### src/rtl/bus_arb_pkg.sv
// Shared types for the two-master bus arbiter.
// FSM encoding, master indices and counter width.
package bus_arb_pkg;

  typedef enum logic [1:0] {
    IDLE = 2'd0,
    BUSY = 2'd1,
    ACK  = 2'd2
  } state_t;

  localparam logic M0 = 1'b0;
  localparam logic M1 = 1'b1;

  localparam int CW = 4;

endpackage

### src/rtl/rr_arbiter2.sv
// Two-way round-robin grant selection.
// Purely combinational; pointer state lives in the caller.
module rr_arbiter2
  import bus_arb_pkg::*;
(
  input  logic [1:0] req,
  input  logic       last,
  output logic       grant
);

  always_comb begin
    grant = M0;
    unique case (1'b1)
      (req == 2'b11): grant = ~last;
      (req == 2'b10): grant = M1;
      default:        grant = M0;
    endcase
  end

endmodule

### src/rtl/bus_arbiter.sv
// Two-master arbiter onto a single shared data bus.
// One access at a time: IDLE -> BUSY (LAT cycles) -> ACK.
module bus_arbiter
  import bus_arb_pkg::*;
#(
  parameter int AW  = 32,
  parameter int DW  = 32,
  parameter int LAT = 1
) (
  input  logic          cpu_clk,
  input  logic          cpu_rst_n,
  input  logic          m0_req,
  input  logic          m0_wen,
  input  logic [AW-1:0] m0_addr,
  input  logic [DW-1:0] m0_wdata,
  output logic          m0_ack,
  output logic [DW-1:0] m0_rdata,
  input  logic          m1_req,
  input  logic          m1_wen,
  input  logic [AW-1:0] m1_addr,
  input  logic [DW-1:0] m1_wdata,
  output logic          m1_ack,
  output logic [DW-1:0] m1_rdata,
  output logic [AW-1:0] bus_addr,
  output logic          bus_wen,
  output logic [DW-1:0] bus_wdata,
  input  logic [DW-1:0] bus_rdata
);

  localparam logic [CW-1:0] LAT_C = CW'(LAT);
  localparam logic [CW-1:0] ONE_C = CW'(1);

  state_t        r_state;
  state_t        w_next;
  logic [CW-1:0] r_cnt;
  logic          r_gnt;
  logic          r_last;
  logic          r_wen;
  logic [AW-1:0] r_addr;
  logic [DW-1:0] r_wdata;
  logic [DW-1:0] r_rdata0;
  logic [DW-1:0] r_rdata1;

  logic          w_any;
  logic          w_gnt;
  logic          w_start;
  logic          w_last_busy;

  rr_arbiter2 u_rr (
    .req   ({m1_req, m0_req}),
    .last  (r_last),
    .grant (w_gnt)
  );

  assign w_any       = m0_req | m1_req;
  assign w_start     = (r_state == IDLE) && w_any;
  assign w_last_busy = (r_state == BUSY) && (r_cnt == ONE_C);

  always_comb begin
    w_next = r_state;
    unique case (r_state)
      IDLE:    if (w_any) w_next = BUSY;
      BUSY:    if (w_last_busy) w_next = ACK;
      ACK:     w_next = IDLE;
      default: w_next = IDLE;
    endcase
  end

  always_ff @(posedge cpu_clk or negedge cpu_rst_n) begin
    if (!cpu_rst_n) r_state <= IDLE;
    else            r_state <= w_next;
  end

  // Request fields are latched once at grant; masters may drop req early.
  always_ff @(posedge cpu_clk or negedge cpu_rst_n) begin
    if (!cpu_rst_n) begin
      r_cnt   <= '0;
      r_gnt   <= M0;
      r_wen   <= 1'b0;
      r_addr  <= '0;
      r_wdata <= '0;
    end else if (w_start) begin
      r_cnt   <= LAT_C;
      r_gnt   <= w_gnt;
      r_wen   <= (w_gnt == M1) ? m1_wen   : m0_wen;
      r_addr  <= (w_gnt == M1) ? m1_addr  : m0_addr;
      r_wdata <= (w_gnt == M1) ? m1_wdata : m0_wdata;
    end else if (r_cnt != '0) begin
      r_cnt   <= r_cnt - ONE_C;
    end
  end

  always_ff @(posedge cpu_clk or negedge cpu_rst_n) begin
    if (!cpu_rst_n) begin
      r_rdata0 <= '0;
      r_rdata1 <= '0;
    end else if (w_last_busy && !r_wen) begin
      if (r_gnt == M1) r_rdata1 <= bus_rdata;
      else             r_rdata0 <= bus_rdata;
    end
  end

  // Reset value makes m0 win the first conflict.
  always_ff @(posedge cpu_clk or negedge cpu_rst_n) begin
    if (!cpu_rst_n)            r_last <= M1;
    else if (r_state == ACK)   r_last <= r_gnt;
  end

  assign m0_ack    = (r_state == ACK) && (r_gnt == M0);
  assign m1_ack    = (r_state == ACK) && (r_gnt == M1);
  assign m0_rdata  = r_rdata0;
  assign m1_rdata  = r_rdata1;
  assign bus_wen   = (r_state == BUSY) && (r_cnt == LAT_C) && r_wen;
  assign bus_addr  = r_addr;
  assign bus_wdata = r_wdata;

endmodule

### config.mk
export PLATFORM = sky130hd
export DESIGN_NAME = bus_arbiter
export DESIGN_NICKNAME = d
export VERILOG_FILES = /design/src/rtl/bus_arb_pkg.sv /design/src/rtl/rr_arbiter2.sv /design/src/rtl/bus_arbiter.sv
export SDC_FILE = /design/constraint.sdc
export NUM_CORES = 1
export LEC_CHECK = 0
export ABC_AREA = 1
export CAP_MARGIN = 30
export CORE_MARGIN = 2
export CORE_UTILIZATION = 34
export CTS_BUF_LIST = sky130_fd_sc_hd__clkbuf_4 sky130_fd_sc_hd__clkbuf_8
export DETAILED_ROUTE_END_ITERATION = 16
export DONT_BUFFER_PORTS = 1
export GPL_ROUTABILITY_DRIVEN = 1
export PLACE_DENSITY = 0.54
export SLEW_MARGIN = 10
export SYNTH_ARGS = -nofsm -noshare
export SYNTH_HDL_FRONTEND = slang
export SYNTH_SLANG_ARGS = --single-unit
### constraint.sdc
create_clock -name cpu_clk -period 1.5 [get_ports cpu_clk]
set_clock_uncertainty 0.05 [all_clocks]
set_input_delay 0.3 -clock cpu_clk [delete_from_list [all_inputs] [get_ports cpu_clk]]
set_output_delay 0.3 -clock cpu_clk [all_outputs]
set_load 0.03 [all_outputs]
==> results_dict.tcl <==
set metrics [dict create \
    status "complete, but fails checks" \
    violations "negative hold slack, negative setup slack" \
    netlist.area_leader.share_pct 54.30 \
    reg2regPathDepth 8 \
    ys_warn_count 0 \
    synth.largest_area_cell "dfrtp_1" \
    die_x_um 139.8 \
    worstPathRequired_ns 1.15 \
    slowest_stage "dfrtp_1" \
    synth_area_um2 6267 \
    tritoncts "done" \
    whs_ns -0.4972 \
    drc 0 \
    row_count 49 \
    routed_via_density 5.457 \
    cts_buffers 17 \
    clock-sinks 137 \
    wl_per_cell_um 18.10 \
    met1_usage_pct 21.23 \
    synthFlopType "dfrtp_1" \
    utilization_pct 41.07 \
    synth_fp_nets 869 \
    worst_pin_slew_ns 0.3801 \
    p_leak_nw 3.311 \
    diodes 0 \
    path_buf_inv 2 \
    drt-total-wl_um 17360 \
    post_dp_cell_area_um2 6543 \
    maxSlewViolCount 0 \
    hpwl_um 11890 \
    worst-path-stages 5 \
    setup_slack_ns -0.2497 \
    rsz0062_at_grt "yes" \
    cts.path.max_buffers 2 \
    overflow 0 \
    die_h_um 139.8 \
    end_kind "output port" \
    clk_pin_slew_ns 0.08 \
    die-area_um2 19540 \
    synthTopCellsByCount "nand2_1, dfrtp_1, nand3_1, nand4_1, o21a_1" \
    layout-drive-gt1-share_pct 10.14 \
    initial_core_util_pct 34.77 \
    ir_drop_mv 1.202 \
    path_class "reg -> out" \
    dr.pass1.iters 5 \
    antenna_found_initial 0 \
    critPathArrivalTime_ns 1.40 \
    synth.most_common_cell "nand2_1" \
    grt_pass1_vias 5413 \
    busiest_layer "met2" \
    antenna_left 0 \
    tns_ns -0.7336 \
    power_density_nw_per_um2 2677 \
    critPathMaxStageDelay_ns 0.40 \
    netlist_instances 701 \
    async_reset_ff_share_pct 100.0 \
    grt_pass1_wl_um 27900 \
    yosysUniqueCellTypes 22 \
    grtUsageMet2_pct 29.94 \
    slew_headroom_pct 74.66 \
    coreArea_um2 18020 \
    clockRootBuffer "clkbuf_8" \
    gr-usage-met3_pct 5.643 \
    gp_congestion 0.8601 \
    final-setup-viol-count 23 \
    cp-start-kind "flip-flop" \
    drt-initial-drc-count 256 \
    layout.nets 885 \
    grt_usage_pct 17.82 \
    cts_hold_buf 33 \
    worstPathMaxFanout 2 \
    fin_area_um2 7403 \
    worstHoldPathType "in -> async" \
    htree_levels 4 \
    io_buffer_count 0 \
    period_needed_ns 1.750 \
    critPathTopFamily "flip-flops" \
    avgSynthCellArea_um2 8.940 \
    pin_count 297 \
    route.vias.total 5233 \
    synth_area_leaders "dfrtp_1, nand2_1, nand3_1, o21a_1, nand4_1" \
    maxCapViolations 0 \
    p_total_mw 19.82 \
    synth_seq_cells 137 \
    fin_crit_sh_pct 116.6 \
    grt_start_max_net_pins 138 \
    hold_viol_final 137 \
    syn2layout_area_growth_pct 18.13 \
    fmax_ghz 0.5715 \
    path_cells "inv_2 -> ha_4 -> nand2_2 -> nor3_2 -> buf_4" \
    insertion_delay_ns 0.43 \
    synth-edff-count 0 \
    seq_area_frac_synth_pct 54.72 \
]
[per-layer routing]
metal  up-vias  part of all wire [%]
met2       267                    49
met3        29                   8.9
li1       2429                     -
met5         -                     0
met1      2508                    40
met4         0                   2.0
[what timing repair did]
item / 4_1_cts / 5_1_grt
hold endpoints to repair: 202 / 137
setup buffers: 3 / 0
gates resized for setup: 7 / 4
endpoints found under the setup margin: 44 / 127
pin swaps: 0 / 2
[power by group]
part | leakage [nW] | internal [mW] | total [mW] | switching [mW]
combinational | 1.49 | 2.43 | 5.66 | 3.23
clock | 0.232 | 2.04 | 3.55 | 1.51
sequential | 1.59 | 5.55 | 10.6 | 5.05
total | 3.31 | 10.0 | 19.8 | 9.80
[layout make-up]
class,instances,area [µm²]
repair buffers,59,678.2
well taps,229,286.5
clock inverters,13,219.0
clock buffers,19,249.0
flip-flops and latches,137,3430
inverters,10,37.54
fillers,1748,10620
multi-input cells,492,2504
[path summary, 6_finish.rpt]
kind	start	to	slack, ns
min in group cpu_clk	m0_wdata[15]	bus_wdata[15]$_DFFE_PN0P_	0.04
worst min-delay path	cpu_rst_n	bus_addr[16]$_DFFE_PN0P_	-0.50
worst min register to register	r_last$_DFFE_PN1N_	r_last$_DFFE_PN1N_	0.47
worst max register to register	r_cnt[1]$_DFFE_PN0P_	m1_rdata[29]$_DFFE_PN0P_	-0.02
max in group asynchronous	cpu_rst_n	r_last$_DFFE_PN1N_	1.61
worst max-delay path	r_cnt[1]$_DFFE_PN0P_	bus_wen	-0.25
[per-stage QoR]
stage                     hold slack (ns)  std cells  setup WS (ns)
final                             -0.4972        959        -0.2497
after global routing              -0.5466        959        -0.3487
after CTS                         -0.5395        959        -0.2881
after detailed placement         -0.04136        891       -0.02556
after global placement           -0.04214        891        0.03707
after floorplan                  -0.04559        701        0.02379
[cell usage in the layout (no fill, tap or decap)]
cell type	n
nor2_4	2
dlygate4sd3_1	33
a21oi_1	1
xnor2_1	1
o21ai_0	4
nand2_2	6
clkbuf_4	2
o21a_1	64
ha_4	1
nand3_1	129
nor2_1	10
clkbuf_8	17
clkinvlp_4	1
nand2_1	202
ha_1	1
clkinv_4	5
dfrtp_1	136
dfstp_2	1
inv_6	2
buf_4	13
o22ai_1	1
buf_6	2
xor2_1	1
nor2_2	2
nand4_1	66
nor3_2	1
buf_12	10
bufinv_16	5
inv_2	3
inv_1	7
buf_16	1
[state kept, by name, indices dropped and copies added (netlist names)]
signal,count
bus_addr,32
bus_wdata,32
m0_rdata,32
m1_rdata,32
r_cnt,4
r_gnt,1
r_last,1
r_state,2
r_wen,1
[logic make-up after synthesis]
group	after synthesis	synth area share, %
AO/OA/AOI/OAI	70	8.165
adder cells (fa/ha/maj)	2	0.3992
flip-flops	137	54.72
buffers and inverters	72	6.129
AND/OR/NAND/NOR	418	30.31
XOR/XNOR	2	0.2795
No activity file was read; power rests on OpenSTA's default activity.
